**src/rtl/clahe_clip_cdf_if.sv**
```systemverilog
// Histogram-read / LUT-write bus of the CLAHE clip + CDF stage.
// The master side is the surrounding frame logic: it owns start, the bank
// flag, the clip threshold and the histogram read data. The slave side is
// the clip/CDF engine.
interface clahe_clip_cdf_if #(
    parameter int TILE_W = 4
);
    logic              start;
    logic              ping_pong_flag;
    logic [15:0]       clip_limit;

    logic              hist_rd_bank;
    logic [TILE_W-1:0] hist_rd_tile;
    logic [7:0]        hist_rd_addr;
    logic [15:0]       hist_rd_data;

    logic              lut_wr_en;
    logic              lut_wr_bank;
    logic [TILE_W-1:0] lut_wr_tile;
    logic [7:0]        lut_wr_addr;
    logic [7:0]        lut_wr_data;

    logic              busy;
    logic              done;

    modport master (
        output start, ping_pong_flag, clip_limit, hist_rd_data,
        input  hist_rd_bank, hist_rd_tile, hist_rd_addr,
        input  lut_wr_en, lut_wr_bank, lut_wr_tile, lut_wr_addr, lut_wr_data,
        input  busy, done
    );

    modport slave (
        input  start, ping_pong_flag, clip_limit, hist_rd_data,
        output hist_rd_bank, hist_rd_tile, hist_rd_addr,
        output lut_wr_en, lut_wr_bank, lut_wr_tile, lut_wr_addr, lut_wr_data,
        output busy, done
    );
endinterface

```
**src/rtl/clahe_clip_cdf.sv**
```systemverilog
// CLAHE clip-limit / redistribution / CDF stage.
// For every tile the 256-bin histogram is read twice from the idle bank:
// pass 1 sums the excess above the clip limit, pass 2 rebuilds each bin as
// min(bin, clip) + uniform share of the excess, accumulates the CDF and
// writes the scaled 8-bit mapping LUT one cycle after each bin returns.
//
// state      | meaning
// -----------+-----------------------------------------------------------
// S_IDLE     | waiting for start (frame_hist_done)
// S_P1       | pass 1: issue bin reads 0..255, accumulate clip excess
// S_P1_DRAIN | absorb the last pass-1 read word
// S_REDIST   | split the excess into per-bin share and remainder
// S_P2       | pass 2: re-read bins, build clipped CDF, write LUT
// S_P2_DRAIN | absorb the last pass-2 read word
// S_NEXT     | last LUT write of the tile; clear accumulators, next tile
// S_FIN      | done pulse, back to idle
module clahe_clip_cdf #(
    parameter int NUM_TILES   = 16,
    parameter int TILE_PIXELS = 57600,
    parameter int SCALE_MULT  = 74275,
    parameter int SCALE_SHIFT = 24
) (
    input  logic pclk,
    input  logic rst_n,
    clahe_clip_cdf_if.slave io_bus
);

    localparam int TILE_W = (NUM_TILES > 1) ? $clog2(NUM_TILES) : 1;
    // One guard bit above what a full tile needs, so the CDF / excess sums
    // have headroom even with a worst-case +1 remainder on every bin.
    localparam int ACC_W  = $clog2(TILE_PIXELS + 1) + 1;
    localparam int SHR_W  = ACC_W - 8;
    localparam int PROD_W = 2 * ACC_W;

    localparam logic [TILE_W-1:0] LAST_TILE = TILE_W'(NUM_TILES - 1);
    localparam logic [ACC_W-1:0]  MULT      = ACC_W'(SCALE_MULT);

    typedef enum logic [2:0] {
        S_IDLE,
        S_P1,
        S_P1_DRAIN,
        S_REDIST,
        S_P2,
        S_P2_DRAIN,
        S_NEXT,
        S_FIN
    } state_t;

    state_t r_state;
    state_t w_next;

    logic [15:0]       r_clip;
    logic              r_bank;
    logic [TILE_W-1:0] r_tile;
    logic [7:0]        r_addr;
    logic [7:0]        r_rd_idx;
    logic              r_vld_p1;
    logic              r_vld_p2;
    logic [ACC_W-1:0]  r_excess;
    logic [SHR_W-1:0]  r_share;
    logic [7:0]        r_rem;
    logic [ACC_W-1:0]  r_cdf;
    logic              r_wr_en;
    logic [7:0]        r_wr_addr;
    logic [7:0]        r_wr_data;
    logic              r_busy;
    logic              r_done;

    logic              w_accept;
    logic              w_over;
    logic [15:0]       w_excess_inc;
    logic [15:0]       w_clipped;
    logic [ACC_W-1:0]  w_bonus;
    logic [ACC_W-1:0]  w_new;
    logic [ACC_W-1:0]  w_cdf;
    logic [PROD_W-1:0] w_prod;
    logic [PROD_W-1:0] w_scaled;
    logic [7:0]        w_lut;

    assign w_accept = (r_state == S_IDLE) && io_bus.start;

    // A zero clip limit means "no clipping": nothing is ever over the limit,
    // so the excess stays zero and share/remainder collapse to zero as well.
    assign w_over       = (r_clip != 16'd0) && (io_bus.hist_rd_data > r_clip);
    assign w_excess_inc = w_over ? (io_bus.hist_rd_data - r_clip) : 16'd0;
    assign w_clipped    = w_over ? r_clip : io_bus.hist_rd_data;

    // The remainder goes one count each to the lowest-numbered bins.
    assign w_bonus  = (r_rd_idx < r_rem) ? ACC_W'(1) : '0;
    assign w_new    = ACC_W'(w_clipped) + ACC_W'(r_share) + w_bonus;
    assign w_cdf    = r_cdf + w_new;
    assign w_prod   = PROD_W'(w_cdf) * PROD_W'(MULT);
    assign w_scaled = w_prod >> SCALE_SHIFT;
    // The reciprocal is rounded up, so a full tile lands marginally above
    // 255.0; saturate rather than wrap.
    assign w_lut    = (w_scaled > PROD_W'(255)) ? 8'hFF : w_scaled[7:0];

    // State register.
    always_ff @(posedge pclk or negedge rst_n) begin
        if (!rst_n) begin
            r_state <= S_IDLE;
        end else begin
            r_state <= w_next;
        end
    end

    // Next-state decode.
    always_comb begin
        w_next = r_state;
        case (r_state)
            S_IDLE:     if (io_bus.start) w_next = S_P1;
            S_P1:       if (r_addr == 8'hFF) w_next = S_P1_DRAIN;
            S_P1_DRAIN: w_next = S_REDIST;
            S_REDIST:   w_next = S_P2;
            S_P2:       if (r_addr == 8'hFF) w_next = S_P2_DRAIN;
            S_P2_DRAIN: w_next = S_NEXT;
            S_NEXT:     w_next = (r_tile == LAST_TILE) ? S_FIN : S_P1;
            S_FIN:      w_next = S_IDLE;
            default:    w_next = S_IDLE;
        endcase
    end

    // Read address generation and one-cycle read-latency alignment.
    always_ff @(posedge pclk or negedge rst_n) begin
        if (!rst_n) begin
            r_addr   <= '0;
            r_rd_idx <= '0;
            r_vld_p1 <= 1'b0;
            r_vld_p2 <= 1'b0;
        end else begin
            if (r_state == S_P1 || r_state == S_P2) begin
                r_addr <= r_addr + 8'd1;
            end else begin
                r_addr <= '0;
            end
            r_rd_idx <= r_addr;
            r_vld_p1 <= (r_state == S_P1);
            r_vld_p2 <= (r_state == S_P2);
        end
    end

    // Per-frame configuration and tile sequencing.
    always_ff @(posedge pclk or negedge rst_n) begin
        if (!rst_n) begin
            r_clip <= '0;
            r_bank <= 1'b0;
            r_tile <= '0;
        end else if (w_accept) begin
            r_clip <= io_bus.clip_limit;
            r_bank <= ~io_bus.ping_pong_flag;
            r_tile <= '0;
        end else if (r_state == S_NEXT && r_tile != LAST_TILE) begin
            r_tile <= r_tile + TILE_W'(1);
        end
    end

    // Excess, redistribution and CDF accumulators.
    always_ff @(posedge pclk or negedge rst_n) begin
        if (!rst_n) begin
            r_excess <= '0;
            r_share  <= '0;
            r_rem    <= '0;
            r_cdf    <= '0;
        end else if (w_accept || r_state == S_NEXT) begin
            r_excess <= '0;
            r_share  <= '0;
            r_rem    <= '0;
            r_cdf    <= '0;
        end else begin
            if (r_vld_p1) begin
                r_excess <= r_excess + ACC_W'(w_excess_inc);
            end
            if (r_state == S_REDIST) begin
                r_share <= r_excess[ACC_W-1:8];
                r_rem   <= r_excess[7:0];
            end
            if (r_vld_p2) begin
                r_cdf <= w_cdf;
            end
        end
    end

    // LUT write port, registered one cycle behind the returning bin.
    always_ff @(posedge pclk or negedge rst_n) begin
        if (!rst_n) begin
            r_wr_en   <= 1'b0;
            r_wr_addr <= '0;
            r_wr_data <= '0;
        end else begin
            r_wr_en   <= r_vld_p2;
            r_wr_addr <= r_vld_p2 ? r_rd_idx : 8'd0;
            r_wr_data <= r_vld_p2 ? w_lut : 8'd0;
        end
    end

    // Status flags, registered from the next state so they align with it.
    always_ff @(posedge pclk or negedge rst_n) begin
        if (!rst_n) begin
            r_busy <= 1'b0;
            r_done <= 1'b0;
        end else begin
            r_busy <= (w_next != S_IDLE) && (w_next != S_FIN);
            r_done <= (w_next == S_FIN);
        end
    end

    assign io_bus.hist_rd_bank = r_bank;
    assign io_bus.hist_rd_tile = r_tile;
    assign io_bus.hist_rd_addr = r_addr;
    assign io_bus.lut_wr_en    = r_wr_en;
    assign io_bus.lut_wr_bank  = r_bank;
    assign io_bus.lut_wr_tile  = r_tile;
    assign io_bus.lut_wr_addr  = r_wr_addr;
    assign io_bus.lut_wr_data  = r_wr_data;
    assign io_bus.busy         = r_busy;
    assign io_bus.done         = r_done;

endmodule

```
**src/flat_wrapper.sv**
```systemverilog
// flat-port wrapper written by rule: the top's interface ports become plain ports
module clahe_clip_cdf_flat 
#(
    parameter int NUM_TILES   = 16,
    parameter int TILE_PIXELS = 57600,
    parameter int SCALE_MULT  = 74275,
    parameter int SCALE_SHIFT = 24
)
  (pclk, rst_n, io_bus_start, io_bus_ping_pong_flag, io_bus_clip_limit, io_bus_hist_rd_data, io_bus_hist_rd_bank, io_bus_hist_rd_tile, io_bus_hist_rd_addr, io_bus_lut_wr_en, io_bus_lut_wr_bank, io_bus_lut_wr_tile, io_bus_lut_wr_addr, io_bus_lut_wr_data, io_bus_busy, io_bus_done);
  clahe_clip_cdf_if #(.TILE_W(4)) io_bus_i ();
  input  logic pclk;
  input  logic rst_n;
  input wire logic [$bits(io_bus_i.start)-1:0] io_bus_start;
  input wire logic [$bits(io_bus_i.ping_pong_flag)-1:0] io_bus_ping_pong_flag;
  input wire logic [$bits(io_bus_i.clip_limit)-1:0] io_bus_clip_limit;
  input wire logic [$bits(io_bus_i.hist_rd_data)-1:0] io_bus_hist_rd_data;
  output wire logic [$bits(io_bus_i.hist_rd_bank)-1:0] io_bus_hist_rd_bank;
  output wire logic [$bits(io_bus_i.hist_rd_tile)-1:0] io_bus_hist_rd_tile;
  output wire logic [$bits(io_bus_i.hist_rd_addr)-1:0] io_bus_hist_rd_addr;
  output wire logic [$bits(io_bus_i.lut_wr_en)-1:0] io_bus_lut_wr_en;
  output wire logic [$bits(io_bus_i.lut_wr_bank)-1:0] io_bus_lut_wr_bank;
  output wire logic [$bits(io_bus_i.lut_wr_tile)-1:0] io_bus_lut_wr_tile;
  output wire logic [$bits(io_bus_i.lut_wr_addr)-1:0] io_bus_lut_wr_addr;
  output wire logic [$bits(io_bus_i.lut_wr_data)-1:0] io_bus_lut_wr_data;
  output wire logic [$bits(io_bus_i.busy)-1:0] io_bus_busy;
  output wire logic [$bits(io_bus_i.done)-1:0] io_bus_done;
  assign io_bus_i.start = io_bus_start;
  assign io_bus_i.ping_pong_flag = io_bus_ping_pong_flag;
  assign io_bus_i.clip_limit = io_bus_clip_limit;
  assign io_bus_i.hist_rd_data = io_bus_hist_rd_data;
  assign io_bus_hist_rd_bank = io_bus_i.hist_rd_bank;
  assign io_bus_hist_rd_tile = io_bus_i.hist_rd_tile;
  assign io_bus_hist_rd_addr = io_bus_i.hist_rd_addr;
  assign io_bus_lut_wr_en = io_bus_i.lut_wr_en;
  assign io_bus_lut_wr_bank = io_bus_i.lut_wr_bank;
  assign io_bus_lut_wr_tile = io_bus_i.lut_wr_tile;
  assign io_bus_lut_wr_addr = io_bus_i.lut_wr_addr;
  assign io_bus_lut_wr_data = io_bus_i.lut_wr_data;
  assign io_bus_busy = io_bus_i.busy;
  assign io_bus_done = io_bus_i.done;
  clahe_clip_cdf #(.NUM_TILES(NUM_TILES), .TILE_PIXELS(TILE_PIXELS), .SCALE_MULT(SCALE_MULT), .SCALE_SHIFT(SCALE_SHIFT)) u_core (.pclk(pclk), .rst_n(rst_n), .io_bus(io_bus_i));
endmodule
```
**config.mk**
```make
export PLATFORM = sky130hd
export DESIGN_NAME = clahe_clip_cdf_flat
export DESIGN_NICKNAME = d
export VERILOG_FILES = /design/src/rtl/clahe_clip_cdf_if.sv /design/src/rtl/clahe_clip_cdf.sv /design/src/flat_wrapper.sv
export SDC_FILE = /design/constraint.sdc
export NUM_CORES = 1
export LEC_CHECK = 0
export ABC_AREA = 0
export ABC_CLOCK_PERIOD_IN_PS = 10400
export CAP_MARGIN = 20
export CORE_MARGIN = 8
export CORE_UTILIZATION = 60
export CTS_BUF_LIST = sky130_fd_sc_hd__clkbuf_4
export DETAILED_ROUTE_END_ITERATION = 6
export GPL_ROUTABILITY_DRIVEN = 0
export GPL_TIMING_DRIVEN = 0
export PLACE_DENSITY = 0.81
export SLEW_MARGIN = 20
export SYNTH_ARGS = -nofsm -noshare
export SYNTH_HDL_FRONTEND = slang
export SYNTH_SLANG_ARGS = --single-unit
export TNS_END_PERCENT = 20
```
**constraint.sdc**
```tcl
create_clock -name pclk -period 10.4 [get_ports pclk]
set_input_delay 1.04 -clock pclk [delete_from_list [all_inputs] [get_ports pclk]]
set_output_delay 1.04 -clock pclk [all_outputs]
set_load 0.02 [all_outputs]
```
# Word-level counts from Yosys, hierarchy flattened
# Cells that the tools add are included.
[totals]
reg_bits = 112
latchBits = 0
mem_bits_rw = 0
input_bits = 36
n_memories = 0
romBits = 0
[classes]
order_cmp = 3
n_eq_ne = 12
n_mul = 1
add_sub_neg = 7
reduce_logical = 13
shift = 0
div_mod_pow = 0
n_mux = 22
bitwise_logic = 1
[op_table]
columns = ["operator", "n"]
rows = [
  ["$mux 17", 4],
  ["$mux 8", 6],
  ["$add 17x17->17", 2],
  ["$mul 17x17->34 const B", 1],
  ["$mux 16", 2],
  ["$pmux 3 s8", 1],
  ["$mux 9", 2],
  ["$add 16x9->17", 1],
  ["$add 17x16->17", 1],
  ["$gt 16x16->1", 1],
  ["$reduce_bool 16->1", 1],
  ["$sub 16x16->16", 1],
  ["$eq 3x3->1 const B", 5],
  ["$mux 3", 4],
  ["$gt 10x8->1 const B", 1],
  ["$add 8x1->8 const B", 1],
  ["$eq 8x8->1 const B", 1],
  ["$lt 8x8->1", 1],
  ["$mux 4", 2],
  ["$reduce_bool 2->1", 4],
  ["$eq 3x2->1 const B", 2],
  ["$add 4x1->4 const B", 1],
  ["$eq 4x4->1 const B", 1],
  ["$logic_and 1x1->1", 4],
  ["8 further kinds", 9],
]

# Depth between registers and ports, before layout
[depth]
ltp_word = 10
depth_mapped = 41

# Worst setup path after synthesis
# OpenSTA, ideal clock, no wires.
[synth_timing]
path_type = "in2reg"
from = "in io_bus_hist_rd_data[0]"
to = "reg u_core.r_wr_data[0] (netlist: u_core.io_bus.lut_wr_data[0])"
arrival_ns = 9.187
stages = 38
setup_time_ns = 0.150
path_slack_ns = 1.063
cell_sequence = "inv_1 ha_1 inv_1 fa_1 a21o_1 a21oi_1 o21a_1 o211ai_1 nand3b_1 a211o_1 buf_2 buf_1 a21oi_1 fa_1 inv_1 fa_1 a211oi_1 o21ai_1 [... 2 more ...] inv_1 fa_1 inv_1 ha_1 xor2_1 fa_1 inv_1 fa_1 inv_1 ha_1 a211oi_1 o21ai_0 o2111ai_1 nand3_1 nor2_1 o31a_1 mux2i_1 a31oi_1"
[synth_via]
elab_chain_len = 10
[synth_lines]
columns = ["element", "line_no", "text"]
rows = [
  ["from (decl)", "flat_wrapper.sv:16", "input wire logic [$bits(io_bus_i.hist_rd_data)-1:0] io_bus_hist_rd_data;"],
  ["$gt 16x16->1", "clahe_clip_cdf.sv:84", "assign w_over = (r_clip != 16'd0) && (io_bus.hist_rd_data > r_clip);"],
  ["$logic_and 1x1->1", "clahe_clip_cdf.sv:84", ""],
  ["$mux 16 *", "clahe_clip_cdf.sv:86", "assign w_clipped = w_over ? r_clip : io_bus.hist_rd_data;"],
  ["$add 16x9->17 *", "clahe_clip_cdf.sv:90", "assign w_new = ACC_W'(w_clipped) + ACC_W'(r_share) + w_bonus;"],
  ["$add 17x17->17 *", "clahe_clip_cdf.sv:90", ""],
  ["$add 17x17->17 *", "clahe_clip_cdf.sv:91", "assign w_cdf = r_cdf + w_new;"],
  ["$mul 17x17->34 *", "clahe_clip_cdf.sv:92", "assign w_prod = PROD_W'(w_cdf) * PROD_W'(MULT);"],
  ["$gt 10x8->1", "clahe_clip_cdf.sv:96", "assign w_lut = (w_scaled > PROD_W'(255)) ? 8'hFF : w_scaled[7:0];"],
  ["$mux 8 *", "clahe_clip_cdf.sv:96", ""],
  ["$mux 8 *", "clahe_clip_cdf.sv:192", "r_wr_data <= r_vld_p2 ? w_lut : 8'd0;"],
  ["to (signal assigned)", "clahe_clip_cdf.sv:192", ""],
  ["to (decl)", "clahe_clip_cdf.sv:65", "logic [7:0] r_wr_data;"],
]
# Mark *: on every way between the ends. The rest lies on a longest branch, timed or not.
# A chain may end at the register's enable or synchronous reset.

# Worst setup path after layout
[layout_timing]
from = "in io_bus_hist_rd_data[0]"
to = "reg u_core.r_wr_data[7] (netlist: u_core.io_bus.lut_wr_data[7])"
# The elaborated chain is that of the path after synthesis.

==> run summary <==
The run finished with clean final reports. The total wire length after detailed routing is 26000 um. The detail route stage leaves a number of antenna-violating nets equal to 0. The launching element type of the critical path is an input port. The initial cell density of the core was 0.614. The final critical path time including I/O delays and setup is 9950 ps, and the die footprint is 23100 um2. The tools report the relative slew slack as 0.464. The maximum fanout along the worst path was 19. For this design the top-level I/O count stands at 73. The average wire per standard cell was 16.6 um; the global-route wire length before repair was 43500 um. Across the run, the number of max-cap violations was 0. Library cell appearing most often on the critical path: sky130_fd_sc_hd__inv_1.

Summed over all nets, the half-perimeter wirelength after detailed placement is 21400 um. The logs give 8996 for the number of global-route vias before repair and 0 for the number of setup violations in the final report. By area, the combinational part of the netlist is dominated by adder cells.

TritonCTS built the clock tree. Counting flops and latches in the post-synthesis netlist gives 112. Counting the buffers created by CTS gives 9. The largest individual stage delay along the critical path comes from the cell sky130_fd_sc_hd__fa_1. The maximum level of the CTS H-tree was 3.

The critical path is of the in -> reg type. For the total area of multi-input combinational cells, the log shows 7550 um2. The post-CTS clock slew at the launch and capture registers of the worst setup and hold paths came out at 210 ps. The floorplan has 49 rows.

The run gives 71 as the maximum number of pins on one net before global-route repair. In this run the critical register-to-register path is captured at u_core.io_bus.lut_wr_data[7]. Synthesis produced a netlist with a net count of 1518. The die is 152 um wide. The layout overhead on the synthesized area is 11.8%, and the chip height is 152 um.

The first TritonRoute pass finished after 5 iterations. Yosys printed 0 warnings. The final setup skew was 34.4 ps; the fraction of synthesis flops using an asynchronous set or reset pin was 1.00. The final-stage net count was 1602. Number of DRC markers after the initial detailed-route iteration: 429. The tools report the launching point of the worst reg2reg path as u_core.r_clip[0]. Area share of xor/xnor cells in the synthesized design: 0.0541. Port buffer count: 72. The max-slew violation count came out at 0. Maximum buffer depth of the clock tree: 2. With fillers left out, the area of the finished cells amounts to 12400 um2. The total via count in the routed design was 9006; the number of sinks driven by the clock tree was 112.

The number of library cell types mapped by synthesis was 72; the delay of the slowest critical-path stage was 570 ps. The run gives 100 MHz as the fmax. The synthesized-area fraction occupied by adder cells came out at 0.291. The top flip-flop cell by instance count after synthesis was sky130_fd_sc_hd__dfrtp_1.

The worst setup path is captured at a flop. Setup slack on the worst reg-to-reg path comes out at 1050 ps. The share of the cycle needed by the critical path after routing was 0.957; the endpoint arrival time on the critical path was 10370 ps. Measured in cells, the most critical reg-to-reg path has a length of 37. The post-detailed-route via-to-cell ratio was 5.74; the worst-margin pin slew was 801 ps. The path class of the tightest hold or removal check is in -> async.

Instance area at placement: 12100 um2. The synthesized design contains 0 enable-type register cells. The number of antenna cells inserted is 0, and the insertion delay to the later sink of the worst-skew pair is 500 ps. The post-synthesis simple-gate area fraction was 0.147; the portion of netlist area occupied by mux cells was 0.0272.

In this run the standard cell core region covers 18000 um2. The post-synth design cell area is 11100 um2. The sum of negative setup slack was 0 ps; the number of antenna violations at the first check in global routing was 0. The fraction of the core area covered by cells at the end of the flow was 0.687. The sequential cell area came out at 2800 um2.

The fraction of final layout cells sized beyond drive strength 1 is 0.0433, and the post-detailed-route DRC marker count is 0. After technology mapping, the gate count stands at 1251. After global routing the overflow that remains totals 0. The synthesized-area fraction occupied by ao, oa, aoi and oai cells came out at 0.154. Synthesized area per cell: 8.85 um2. Total track usage: 0.223. Share of the yosys chip area belonging to registers: 0.253. The root buffer cell chosen for the clock tree is sky130_fd_sc_hd__clkbuf_4. STA puts the critical path data required time at 10820 ps. Fill cells in the final layout number 1441. For the hold violation count in the final report, the log shows 0.
[cells in the final DEF, fill, tap and decap left out, types with 17 or more instances in the layout]
cell                              synthesis  final
sky130_fd_sc_hd__nand2_1                 92     92
sky130_fd_sc_hd__inv_1                  170    170
sky130_fd_sc_hd__o21ai_0                 50     50
sky130_fd_sc_hd__nor2_1                 100     99
sky130_fd_sc_hd__a21oi_1                 77     74
sky130_fd_sc_hd__xor2_1                  21     21
sky130_fd_sc_hd__dfrtp_1                112    112
sky130_fd_sc_hd__mux2i_1                 29     28
sky130_fd_sc_hd__xnor2_1                 40     37
sky130_fd_sc_hd__a21o_1                  33     33
sky130_fd_sc_hd__and2_1                  17     17
sky130_fd_sc_hd__fa_1                    44     44
sky130_fd_sc_hd__clkbuf_1                21     21
sky130_fd_sc_hd__nor3_1                  29     29
sky130_fd_sc_hd__nand3_1                 25     25
sky130_fd_sc_hd__clkdlybuf4s50_1          0     71
sky130_fd_sc_hd__ha_1                   187    187
[sequential cells by signal (all words and copies together), names as in the netlist]
signal                      flops
u_core.r_cdf                   17
u_core.r_excess                17
u_core.io_bus.lut_wr_en         1
u_core.io_bus.hist_rd_addr      8
u_core.r_rem                    8
u_core.r_share                  9
u_core.r_vld_p1                 1
u_core.io_bus.hist_rd_bank      1
u_core.io_bus.lut_wr_addr       8
u_core.io_bus.hist_rd_tile      4
u_core.r_clip                  16
u_core.r_vld_p2                 1
u_core.r_state                  3
u_core.r_rd_idx                 8
u_core.io_bus.done              1
u_core.io_bus.lut_wr_data       8
u_core.io_bus.busy              1
[critical path: cells and delay by family]
| kind | cells | cell delay [ps] |
|---|---|---|
| simple gates | 5 | 620 |
| fa+ha+maj | 10 | 3810 |
| buf+inv | 9 | 1250 |
| compound gates | 12 | 3010 |
| mux | 1 | 200 |
| xor+xnor | 2 | 420 |
[routing by layer]
metal / wire length (um) / up-vias / GRT usage / part of all wire
met5: 0 / - / 0 / 0
met4: 862 / 0 / 0.0839 / 0.033
met3: 941 / 52 / 0.0254 / 0.036
met2: 12600 / 202 / 0.386 / 0.49
met1: 11600 / 4282 / 0.279 / 0.45
li1: - / 4470 / - / -
[cell type report]
cell class | count | share of cell area
buffer | 36 | 0.0133
clock inverter | 7 | 0.00758
multi-input combinational | 928 | 0.610
sequential | 112 | 0.226
timing repair buffer | 74 | 0.0611
clock buffer | 9 | 0.00546
inverter | 174 | 0.0530
tap | 229 | 0.0231
[cell families (layout without fill, tap and decap cells)]
family / after synthesis / count (layout)
adder cells (fa/ha/maj): 231 / 231
buffers and inverters: 211 / 300
flip-flops: 112 / 112
AND/OR/NAND/NOR: 340 / 340
XOR/XNOR: 65 / 65
multiplexers: 30 / 30
AO/OA/AOI/OAI: 262 / 262
[worst max path at each step]
stage	start	end	slack, ps	cells after the start
after floorplan	io_bus_hist_rd_data[0]	u_core.io_bus.lut_wr_data[0]	1060	38
after global placement	io_bus_hist_rd_data[0]	u_core.io_bus.lut_wr_data[4]	-730	39
after detailed placement	io_bus_hist_rd_data[0]	u_core.io_bus.lut_wr_data[0]	-910	39
after CTS	io_bus_hist_rd_data[0]	u_core.io_bus.lut_wr_data[4]	80	39
after global routing	io_bus_hist_rd_data[0]	u_core.io_bus.lut_wr_data[4]	-20	39
final	io_bus_hist_rd_data[0]	u_core.io_bus.lut_wr_data[7]	450	39
[what timing repair did]
item                                    in CTS  in global routing
hold buffers                                 0                  0
endpoints found under the setup margin       8                  8
pin swaps                                    0                  2
buffers inserted                             0                  1
resized for setup                            2                 14
[synth_stat cells (all sizes together) (21+ instances only)]
| cell type | count | area, um2 |
|---|---|---|
| a21o | 33 | 248 |
| a21oi | 78 | 394 |
| clkbuf | 21 | 78.8 |
| dfrtp | 112 | 2800 |
| fa | 44 | 881 |
| ha | 187 | 2340 |
| inv | 174 | 656 |
| mux2i | 29 | 290 |
| nand2 | 93 | 352 |
| nand3 | 25 | 125 |
| nor2 | 101 | 382 |
| nor3 | 29 | 145 |
| o21ai | 55 | 275 |
| xnor2 | 42 | 383 |
| xor2 | 23 | 216 |
[per-stage QoR]
step	instances	setup slack [ps]	hold WS [ps]
3_5_place_dp	1553	-911	362
3_3_place_gp	1552	-733	361
4_1_cts	1568	81.7	418
5_1_grt	1569	-17.6	424
6_report	1569	447	425
2_1_floorplan	1251	1060	352
Power is not shown: default switching activity piles up to over one toggle a cycle in this logic, so the estimate is an artifact.
